File: src/rtl/self_attention_ctrl_if.sv
// Handshake bundle between the multi-head top and one self-attention head controller.
// master = multi-head top / datapath side, slave = the controller.
interface self_attention_ctrl_if #(
  parameter int NUM_W    = 2,
  parameter int NUM_ROWS = 8
);
  logic                       start;
  logic                       busy;
  logic                       done;
  logic                       en_Qn_KnT;
  logic                       rst_n_Qn_KnT;
  logic                       reset_acc_Qn_KnT;
  logic                       acc_done_Qn_KnT;
  logic                       out_valid_Qn_KnT;
  logic                       rst_n_b2r;
  logic                       slice_done_b2r;
  logic                       out_ready_b2r;
  logic                       softmax_en;
  logic [NUM_ROWS-1:0]        softmax_valid;
  logic [NUM_ROWS-1:0]        rst_n_softmax;
  logic [NUM_W*NUM_ROWS-1:0]  done_softmax;

  modport master (
    output start,
    output acc_done_Qn_KnT,
    output slice_done_b2r,
    output out_ready_b2r,
    output done_softmax,
    input  busy,
    input  done,
    input  en_Qn_KnT,
    input  rst_n_Qn_KnT,
    input  reset_acc_Qn_KnT,
    input  out_valid_Qn_KnT,
    input  rst_n_b2r,
    input  softmax_en,
    input  softmax_valid,
    input  rst_n_softmax
  );

  modport slave (
    input  start,
    input  acc_done_Qn_KnT,
    input  slice_done_b2r,
    input  out_ready_b2r,
    input  done_softmax,
    output busy,
    output done,
    output en_Qn_KnT,
    output rst_n_Qn_KnT,
    output reset_acc_Qn_KnT,
    output out_valid_Qn_KnT,
    output rst_n_b2r,
    output softmax_en,
    output softmax_valid,
    output rst_n_softmax
  );
endinterface

File: src/rtl/self_attention_ctrl.sv
// Sequencer for one self-attention head: matmul, shift, B2R conversion and softmax rows.
// All outputs come straight from flops; every state change happens on the rising clk edge.
module self_attention_ctrl #(
  parameter int NUM_W         = 2,
  parameter int NUM_ROWS      = 8,
  parameter int TILES_PER_ROW = 4,
  parameter int RST_CYCLES    = 2
) (
  input  logic                 clk,
  input  logic                 rst,
  self_attention_ctrl_if.slave bus
);

  localparam int RCW = (RST_CYCLES    > 1) ? $clog2(RST_CYCLES)    : 1;
  localparam int RW  = (NUM_ROWS      > 1) ? $clog2(NUM_ROWS)      : 1;
  localparam int TW  = (TILES_PER_ROW > 1) ? $clog2(TILES_PER_ROW) : 1;

  localparam logic [RCW-1:0] RST_LAST  = RCW'(RST_CYCLES - 1);
  localparam logic [RCW-1:0] RST_ONE   = RCW'(1);
  localparam logic [RW-1:0]  ROW_LAST  = RW'(NUM_ROWS - 1);
  localparam logic [RW-1:0]  ROW_ONE   = RW'(1);
  localparam logic [TW-1:0]  TILE_LAST = TW'(TILES_PER_ROW - 1);
  localparam logic [TW-1:0]  TILE_ONE  = TW'(1);

  typedef enum logic [2:0] {
    S_IDLE  = 3'd0,
    S_RST   = 3'd1,
    S_MM    = 3'd2,
    S_SHIFT = 3'd3,
    S_B2R   = 3'd4,
    S_SMX   = 3'd5,
    S_WAIT  = 3'd6,
    S_DONE  = 3'd7
  } state_t;

  state_t                state_q;
  logic [RCW-1:0]        rst_cnt_q;
  logic [RW-1:0]         row_q;
  logic [TW-1:0]         tile_q;
  logic                  busy_q;
  logic                  done_q;
  logic                  en_mm_q;
  logic                  rst_n_mm_q;
  logic                  reset_acc_q;
  logic                  out_valid_q;
  logic                  rst_n_b2r_q;
  logic                  softmax_en_q;
  logic [NUM_ROWS-1:0]   softmax_valid_q;
  logic [NUM_ROWS-1:0]   rst_n_softmax_q;

  logic [NUM_ROWS-1:0]   row_onehot_d;
  logic                  all_done_s;

  // Decode the current softmax row into the tile-valid pattern for the next cycle.
  always_comb begin
    row_onehot_d        = {NUM_ROWS{1'b0}};
    row_onehot_d[row_q] = 1'b1;
    all_done_s          = &bus.done_softmax;
  end

  // Head sequencer: state, counters and all registered control outputs.
  always_ff @(posedge clk) begin
    if (rst) begin
      state_q         <= S_IDLE;
      rst_cnt_q       <= {RCW{1'b0}};
      row_q           <= {RW{1'b0}};
      tile_q          <= {TW{1'b0}};
      busy_q          <= 1'b0;
      done_q          <= 1'b0;
      en_mm_q         <= 1'b0;
      rst_n_mm_q      <= 1'b0;
      reset_acc_q     <= 1'b0;
      out_valid_q     <= 1'b0;
      rst_n_b2r_q     <= 1'b0;
      softmax_en_q    <= 1'b0;
      softmax_valid_q <= {NUM_ROWS{1'b0}};
      rst_n_softmax_q <= {NUM_ROWS{1'b0}};
    end else begin
      // Pulse-type outputs fall back to zero unless a state re-asserts them.
      done_q          <= 1'b0;
      reset_acc_q     <= 1'b0;
      out_valid_q     <= 1'b0;
      softmax_valid_q <= {NUM_ROWS{1'b0}};
      case (state_q)
        S_IDLE: begin
          if (bus.start) begin
            state_q   <= S_RST;
            busy_q    <= 1'b1;
            rst_cnt_q <= {RCW{1'b0}};
          end else begin
            busy_q    <= 1'b0;
          end
        end
        S_RST: begin
          if (rst_cnt_q == RST_LAST) begin
            state_q         <= S_MM;
            rst_cnt_q       <= {RCW{1'b0}};
            en_mm_q         <= 1'b1;
            reset_acc_q     <= 1'b1;
            rst_n_mm_q      <= 1'b1;
            rst_n_b2r_q     <= 1'b1;
            rst_n_softmax_q <= {NUM_ROWS{1'b1}};
          end else begin
            rst_cnt_q <= rst_cnt_q + RST_ONE;
          end
        end
        S_MM: begin
          if (bus.acc_done_Qn_KnT) begin
            state_q     <= S_SHIFT;
            en_mm_q     <= 1'b0;
            out_valid_q <= 1'b1;
          end else begin
            en_mm_q     <= 1'b1;
          end
        end
        S_SHIFT: begin
          state_q <= S_B2R;
        end
        S_B2R: begin
          if (bus.out_ready_b2r) begin
            state_q      <= S_SMX;
            softmax_en_q <= 1'b1;
            row_q        <= {RW{1'b0}};
            tile_q       <= {TW{1'b0}};
          end else begin
            softmax_en_q <= 1'b0;
          end
        end
        S_SMX: begin
          if (bus.slice_done_b2r) begin
            softmax_valid_q <= row_onehot_d;
            if (tile_q == TILE_LAST) begin
              tile_q <= {TW{1'b0}};
              if (row_q == ROW_LAST) begin
                state_q <= S_WAIT;
                row_q   <= {RW{1'b0}};
              end else begin
                row_q   <= row_q + ROW_ONE;
              end
            end else begin
              tile_q <= tile_q + TILE_ONE;
            end
          end else begin
            tile_q <= tile_q;
          end
        end
        S_WAIT: begin
          if (all_done_s) begin
            state_q         <= S_DONE;
            done_q          <= 1'b1;
            softmax_en_q    <= 1'b0;
            rst_n_mm_q      <= 1'b0;
            rst_n_b2r_q     <= 1'b0;
            rst_n_softmax_q <= {NUM_ROWS{1'b0}};
          end else begin
            softmax_en_q    <= 1'b1;
          end
        end
        S_DONE: begin
          state_q <= S_IDLE;
          busy_q  <= 1'b0;
        end
        default: begin
          state_q         <= S_IDLE;
          busy_q          <= 1'b0;
          en_mm_q         <= 1'b0;
          rst_n_mm_q      <= 1'b0;
          rst_n_b2r_q     <= 1'b0;
          softmax_en_q    <= 1'b0;
          rst_n_softmax_q <= {NUM_ROWS{1'b0}};
        end
      endcase
    end
  end

  assign bus.busy             = busy_q;
  assign bus.done             = done_q;
  assign bus.en_Qn_KnT        = en_mm_q;
  assign bus.rst_n_Qn_KnT     = rst_n_mm_q;
  assign bus.reset_acc_Qn_KnT = reset_acc_q;
  assign bus.out_valid_Qn_KnT = out_valid_q;
  assign bus.rst_n_b2r        = rst_n_b2r_q;
  assign bus.softmax_en       = softmax_en_q;
  assign bus.softmax_valid    = softmax_valid_q;
  assign bus.rst_n_softmax    = rst_n_softmax_q;

endmodule

File: src/flat_wrapper.sv
// flat-port wrapper written by rule: the top's interface ports become plain ports
module self_attention_ctrl_flat 
#(
  parameter int NUM_W         = 2,
  parameter int NUM_ROWS      = 8,
  parameter int TILES_PER_ROW = 4,
  parameter int RST_CYCLES    = 2
)
  (clk, rst, bus_start, bus_acc_done_Qn_KnT, bus_slice_done_b2r, bus_out_ready_b2r, bus_done_softmax, bus_busy, bus_done, bus_en_Qn_KnT, bus_rst_n_Qn_KnT, bus_reset_acc_Qn_KnT, bus_out_valid_Qn_KnT, bus_rst_n_b2r, bus_softmax_en, bus_softmax_valid, bus_rst_n_softmax);
  self_attention_ctrl_if #(.NUM_W(NUM_W), .NUM_ROWS(NUM_ROWS)) bus_i ();
  input  logic clk;
  input  logic rst;
  input wire logic [$bits(bus_i.start)-1:0] bus_start;
  input wire logic [$bits(bus_i.acc_done_Qn_KnT)-1:0] bus_acc_done_Qn_KnT;
  input wire logic [$bits(bus_i.slice_done_b2r)-1:0] bus_slice_done_b2r;
  input wire logic [$bits(bus_i.out_ready_b2r)-1:0] bus_out_ready_b2r;
  input wire logic [$bits(bus_i.done_softmax)-1:0] bus_done_softmax;
  output wire logic [$bits(bus_i.busy)-1:0] bus_busy;
  output wire logic [$bits(bus_i.done)-1:0] bus_done;
  output wire logic [$bits(bus_i.en_Qn_KnT)-1:0] bus_en_Qn_KnT;
  output wire logic [$bits(bus_i.rst_n_Qn_KnT)-1:0] bus_rst_n_Qn_KnT;
  output wire logic [$bits(bus_i.reset_acc_Qn_KnT)-1:0] bus_reset_acc_Qn_KnT;
  output wire logic [$bits(bus_i.out_valid_Qn_KnT)-1:0] bus_out_valid_Qn_KnT;
  output wire logic [$bits(bus_i.rst_n_b2r)-1:0] bus_rst_n_b2r;
  output wire logic [$bits(bus_i.softmax_en)-1:0] bus_softmax_en;
  output wire logic [$bits(bus_i.softmax_valid)-1:0] bus_softmax_valid;
  output wire logic [$bits(bus_i.rst_n_softmax)-1:0] bus_rst_n_softmax;
  assign bus_i.start = bus_start;
  assign bus_i.acc_done_Qn_KnT = bus_acc_done_Qn_KnT;
  assign bus_i.slice_done_b2r = bus_slice_done_b2r;
  assign bus_i.out_ready_b2r = bus_out_ready_b2r;
  assign bus_i.done_softmax = bus_done_softmax;
  assign bus_busy = bus_i.busy;
  assign bus_done = bus_i.done;
  assign bus_en_Qn_KnT = bus_i.en_Qn_KnT;
  assign bus_rst_n_Qn_KnT = bus_i.rst_n_Qn_KnT;
  assign bus_reset_acc_Qn_KnT = bus_i.reset_acc_Qn_KnT;
  assign bus_out_valid_Qn_KnT = bus_i.out_valid_Qn_KnT;
  assign bus_rst_n_b2r = bus_i.rst_n_b2r;
  assign bus_softmax_en = bus_i.softmax_en;
  assign bus_softmax_valid = bus_i.softmax_valid;
  assign bus_rst_n_softmax = bus_i.rst_n_softmax;
  self_attention_ctrl #(.NUM_W(NUM_W), .NUM_ROWS(NUM_ROWS), .TILES_PER_ROW(TILES_PER_ROW), .RST_CYCLES(RST_CYCLES)) u_core (.clk(clk), .rst(rst), .bus(bus_i));
endmodule
File: config.mk
export PLATFORM = sky130hd
export DESIGN_NAME = self_attention_ctrl_flat
export DESIGN_NICKNAME = d
export VERILOG_FILES = /design/src/rtl/self_attention_ctrl_if.sv /design/src/rtl/self_attention_ctrl.sv /design/src/flat_wrapper.sv
export SDC_FILE = /design/constraint.sdc
export NUM_CORES = 1
export LEC_CHECK = 0
export BUFFER_PORTS_ARGS = -buffer_cell sky130_fd_sc_hd__buf_2
export CAP_MARGIN = 20
export CORE_MARGIN = 5
export CORE_UTILIZATION = 35
export CTS_CLUSTER_DIAMETER = 50
export CTS_CLUSTER_SIZE = 14
export DETAILED_ROUTE_END_ITERATION = 7
export GPL_TIMING_DRIVEN = 0
export PLACE_DENSITY_LB_ADDON = 0.08
export SLEW_MARGIN = 0
export SYNTH_ARGS = -nofsm -noshare
export SYNTH_HDL_FRONTEND = slang
export SYNTH_SLANG_ARGS = --single-unit
export TNS_END_PERCENT = 100
File: constraint.sdc
create_clock -name clk -period 3.2 [get_ports clk]
set_input_delay 0.48 -clock clk [delete_from_list [all_inputs] [get_ports clk]]
set_output_delay 0.48 -clock clk [all_outputs]
set_load 0.02 [all_outputs]
; ---- Word-level counts from Yosys, hierarchy flattened
; Index checks and enable logic that the tools add are counted.
[classes]
n_reduce_logical = 19
addsub = 3
n_bitwise = 5
n_eq_ne = 17
order_cmp = 2
muxes = 39
[ops]
columns = operator, n
row1 = 3-bit 2-to-1 mux, 12
row2 = 3-bit case mux with 8 select lines, 1
row3 = 8-bit 2-to-1 mux, 2
row4 = 8-bit case mux with 2 select lines, 1
row5 = 16-bit AND reduction, 1
row6 = "3-bit == test, second input constant", 5
row7 = 1-bit 2-to-1 mux, 12
row8 = 2-bit nonzero test, 6
row9 = 1-bit case mux with 2 select lines, 5
row10 = "2-bit by 1-bit != test with 1-bit output, second input constant", 4
row11 = "2-bit != test, second input constant", 4
row12 = 8-bit AND reduction, 1
row13 = "3-bit by 2-bit == test with 1-bit output, second input constant", 2
row14 = 2-bit 2-to-1 mux, 3
row15 = 3-bit case mux with 2 select lines, 1
row16 = 3-bit AND reduction, 2
row17 = 2-bit OR reduction, 3
row18 = 1-bit NOT, 5
row19 = "3-bit by 4-bit < comparator with 1-bit output, second input constant", 1
row20 = 2-bit case mux with 2 select lines, 1
row21 = 2-bit AND reduction, 2
row22 = 4-bit AND reduction, 1
row23 = "3-bit by 1-bit adder with 3-bit output, second input constant", 1
row24 = 1-bit demux with 3-bit select, 1
row25 = other kinds (8), 8
[word_totals]
wordCells = 98
in_bits = 22
register_bits = 32

; ---- Longest topological paths before layout
[depth]
word_depth = 5
mapped_depth = 6
depth_no_buf = 6

; ---- Least setup slack after synthesis
; No wires, ideal clock.
[synth_path]
path_type = reg2reg
start = reg u_core.state_q[2]
end = reg u_core.tile_q[0]
path_stages_with_launch = 6
synth_period_minus_slack_ns = 1.337
setup_ns = 0.128
n_path_buf = 1
arrival_time_ns = 1.209
setup_slack_ns = 1.863
cell_sequence = dfxtp_1 -> buf_2 -> and2b_1 -> a21boi_0 -> mux2i_1 -> nor2_1
[synth_between]
elab_chain_cells = 3
elab_cells_between_ends = 7
classes_between = 4 x eq/ne / 1 x mux / 2 x reduce/logical
[synth_lines]
columns = element, line
row1 = from (decl), self_attention_ctrl.sv:36  ; state_t state_q;
row2 = from (signal assigned), self_attention_ctrl.sv:64  ; state_q <= S_IDLE;
row3 = from (signal assigned), self_attention_ctrl.sv:87  ; state_q <= S_RST;
row4 = from (signal assigned), self_attention_ctrl.sv:96  ; state_q <= S_MM;
row5 = 3-bit == test, self_attention_ctrl.sv:84  ; case (state_q)
row6 = 2-bit != test (no source line) or 2-bit nonzero test (tied branches), n/a
row7 = 3-bit AND reduction (no source line), n/a
row8 = to (signal assigned), self_attention_ctrl.sv:67  ; tile_q <= {TW{1'b0}};
row9 = to (signal assigned), self_attention_ctrl.sv:124  ; tile_q <= {TW{1'b0}};
row10 = to (signal assigned), self_attention_ctrl.sv:133  ; tile_q <= {TW{1'b0}};
row11 = to (decl), self_attention_ctrl.sv:39  ; logic [TW-1:0] tile_q;
; Parallel ways exist; a longest one is shown, timed or not.
; A chain may end at the register's enable or synchronous reset.

==> summary.txt <==
Status
  – Outcome: finished clean

Drt
  – Residual DRC count: 0
  – Initial drt markers: 33
  – Vias: approximately 1100
  – Mean number of vias per cell: about 4.7
  – Antenna-violating nets left: 0
  – Post-Route WL: 2600 um
  – DR WL/cell: approximately 12 um
  – TritonRoute pass-1 iters: 4

Yosys
  – Yosys top cell area share: ~43%
  – Syn Inst Count: between 100 and 150
  – Unique masters post-synth: 33
  – Synth async-reset ratio: 0%
  – Avg Cell Area, Syn: 8.56 um^2
  – Top FF cell, synth: dfxtp_1
  – Syn. warnings: 0
  – Top cells by area, synth: dfxtp_1 (43%), buf_4 (6.1%), nor2_1 (5.4%), nand4_1 (3.9%), nand2_1 (3.7%)
  – FF+latch count, synth: 24
  – Number of enable flip-flop cells after synthesis: 0
  – Sequential fraction of the synthesis area: a little over two fifths
  – Post-synthesis cell area: between 1000 and 1500 um^2
  – Dominant cell type by area after synthesis: dfxtp_1
  – Syn Nets: around 160

STA
  – Final setup viols: 0
  – Worst hold slack: 0.430 ns
  – Achievable clock frequency: between 600 and 700 MHz
  – Worst-margin pin slew: roughly 0.7 ns
  – Clock Skew: approximately 0.0059 ns
  – RSZ-0062 raised after global routing: false
  – Final hold vios: 0
  – Relative slew slack: between 50% and 60%
  – Fin Setup TNS: 0 ns
  – Fin. max-slew vios: 0
  – Final period util: between 50% and 60%
  – Min cycle time layout: 1.67 ns
  – Final critical-path setup slack: about 1.5 ns

Pwr
  – Lkg Pwr: between 0.6 and 0.7 nW
  – Comb pwr share: roughly 35%
  – VDD IR max: around 0.33 mV
  – Seq pwr share: roughly two fifths
  – Power Total: ~890 uW
  – Int Pwr: roughly 580 uW
  – Pwr per Cell Area: approximately 620 nW/um^2
  – Clock share of power: between 20% and 30%
  – Psw: approximately 300 uW
  – Switching Fraction: roughly 34%

Clock network
  – CTS H-tree lvls: 1
  – Clock root buffer: clkbuf_4
  – Sink Count: 24
  – CTS tree: built
  – Clock latency on the worst-skew pair: between 0.3 and 0.4 ns
  – Hold buffers post-CTS: 0
  – Clock buffer count from CTS: 3
  – CTS max path bufs: 2
  – Worst-path clk slew: 0.13 ns
  – Setup Fix Bufs, Post-CTS: 0
  – Post_cts resized: 0

Die
  – Die X-Extent: 66.4 um
  – # rows: 20
  – Initial core utilization: 36.4%
  – Die area: around 4400 um^2
  – Die Height: 66.4 um
  – Core box area: 3050 um^2
  – Num ports: 46

Min path
  – Min-delay worst type: primary input to flip-flop
  – Hold wc startpoint: bus_acc_done_Qn_KnT

Worst setup path
  – Critical Path Start Type: flip-flop
  – CP Capture Type: primary output
  – Crit path arrival time: between 1 and 1.5 ns
  – Crit. Startpoint: u_core.bus.rst_n_softmax[6]
  – Crit-path cells: buf_4 > buf_2
  – WP data required: between 2 and 3 ns
  – Worst reg2reg path startpoint: u_core.state_q[2]
  – Critical Path Fanout Max: 12
  – Crit path largest cell delay: ~0.55 ns
  – Setup CP Type: flip-flop to primary output
  – Slowest-stage cell, CP: dfxtp_1

Placed design
  – Count of input and output buffers: 44
  – GP Congestion: 0.802
  – DP Worst Slack: 1.53 ns
  – Post-DP HPWL: 2050 um

Final layout
  – Final core occ: a little under half
  – Final net count: between 200 and 250
  – Most common cell after layout, fill and taps aside: buf_2
  – Area growth, synth to finish: 29.5%
  – Layout cells sized above 1: between 30 and 40%
  – Ant. Diodes: 0
  – Commonest cells after routing, fill and taps aside: buf_2 (46), dfxtp_1 (24), nor2_1 (16), nand2_1 (11), buf_4 (9)
  – Filler cell count: between 300 and 400

GRT
  – Number of antenna violations at the first check in global routing: 0
  – Vias in the first global route: about 960
  – Largest net degree at the start of global routing: 15
  – Gr ovfl total: 0
  – First-pass GRT wire length: 4310 um
  – Overall Global Routing Usage: around 13%

Job
  – Max-Cap Viols: 0
==> per-layer routing <==
| metal | global-route usage [%] | vias to the layer above | share of wire, % |
|---|---|---|---|
| li1 | - | 545 | - |
| met1 | 14.7 | 473 | 45 |
| met2 | 21.8 | 28 | 47 |
| met3 | 3.23 | 4 | 6.2 |
| met4 | 4.57 | 0 | 1.3 |
| met5 | 0 | - | 0 |
==> cells by family (layout without fill, tap and decap cells) <==
| family | Yosys count | in the layout | synth area share [%] |
|---|---|---|---|
| and+or+nand+nor | 63 | 63 | 29.4 |
| adders and majority gates | 3 | 3 | 3.37 |
| DFF | 24 | 24 | 43.2 |
| AOI/OAI and AO/OA | 18 | 18 | 11.2 |
| xor gates and xnor gates | 1 | 1 | 0.788 |
| buffers and inverters | 18 | 66 | 9.34 |
| muxes | 3 | 3 | 2.70 |
==> flip-flops by register name (all words and copies together) (netlist names) <==
signal,count
u_core.bus.softmax_valid,8
u_core.bus.busy,1
u_core.bus.en_Qn_KnT,1
u_core.bus.softmax_en,1
u_core.bus.out_valid_Qn_KnT,1
u_core.bus.done,1
u_core.state_q,3
u_core.rst_cnt_q,1
u_core.row_q,3
u_core.bus.rst_n_softmax,1
u_core.tile_q,2
u_core.bus.reset_acc_Qn_KnT,1
==> synth_stat cells, drive strengths merged, types with 2 or more instances <==
library cell  number
inv                3
nor2              16
nand3              3
nand2             11
nor4               2
nor2b              4
nand4              7
ha                 3
and3               3
mux2i              3
nand2b             4
dfxtp             24
buf               11
clkbuf             4
a211o              3
a21oi              7
nor3               7
==> worst max-delay path, delay by kind of cell, from the launching register on <==
kind	cells	cell delay, ns
DFF	1	0.55
buffers and inverters	2	0.32
==> worst paths after layout <==
path              slack [ns]                     endpoint  cells after the start
hold reg to reg         0.51         u_core.bus.en_Qn_KnT                      2
hold / removal          0.43  u_core.bus.out_valid_Qn_KnT                      3
setup / recovery        1.53         bus_rst_n_softmax[2]                      2
setup reg to reg        1.66             u_core.tile_q[1]                      5
==> layout make-up <==
class | instances | area (um^2) | area share (%)
clock inverters | 1 | 30.0 | 2.09
multi-input cells | 88 | 528 | 36.7
flip-flops and latches | 24 | 480 | 33.4
inverters | 3 | 11.3 | 0.782
well taps | 44 | 55.1 | 3.82
clock buffers | 3 | 22.5 | 1.56
repair buffers | 44 | 220 | 15.3
plain buffers | 15 | 92.6 | 6.43
==> metrics by stage <==
step | std cells | instance area (um^2)
global route | 222 | 1440
detailed placement | 218 | 1390
floorplan | 130 | 1110
CTS | 222 | 1440
finish | 222 | 1440
global placement | 218 | 1390
==> power by group through the flow <==
stage	sequential [mW]	clock, mW	combinational [mW]
detailed placement	0.372	0	0.308
global route	0.373	0.243	0.336
CTS	0.365	0.227	0.309
global placement	0.371	0	0.305
floorplan	0.384	0	0.207
finish	0.364	0.218	0.306
Power figures use the tool's default switching activity.
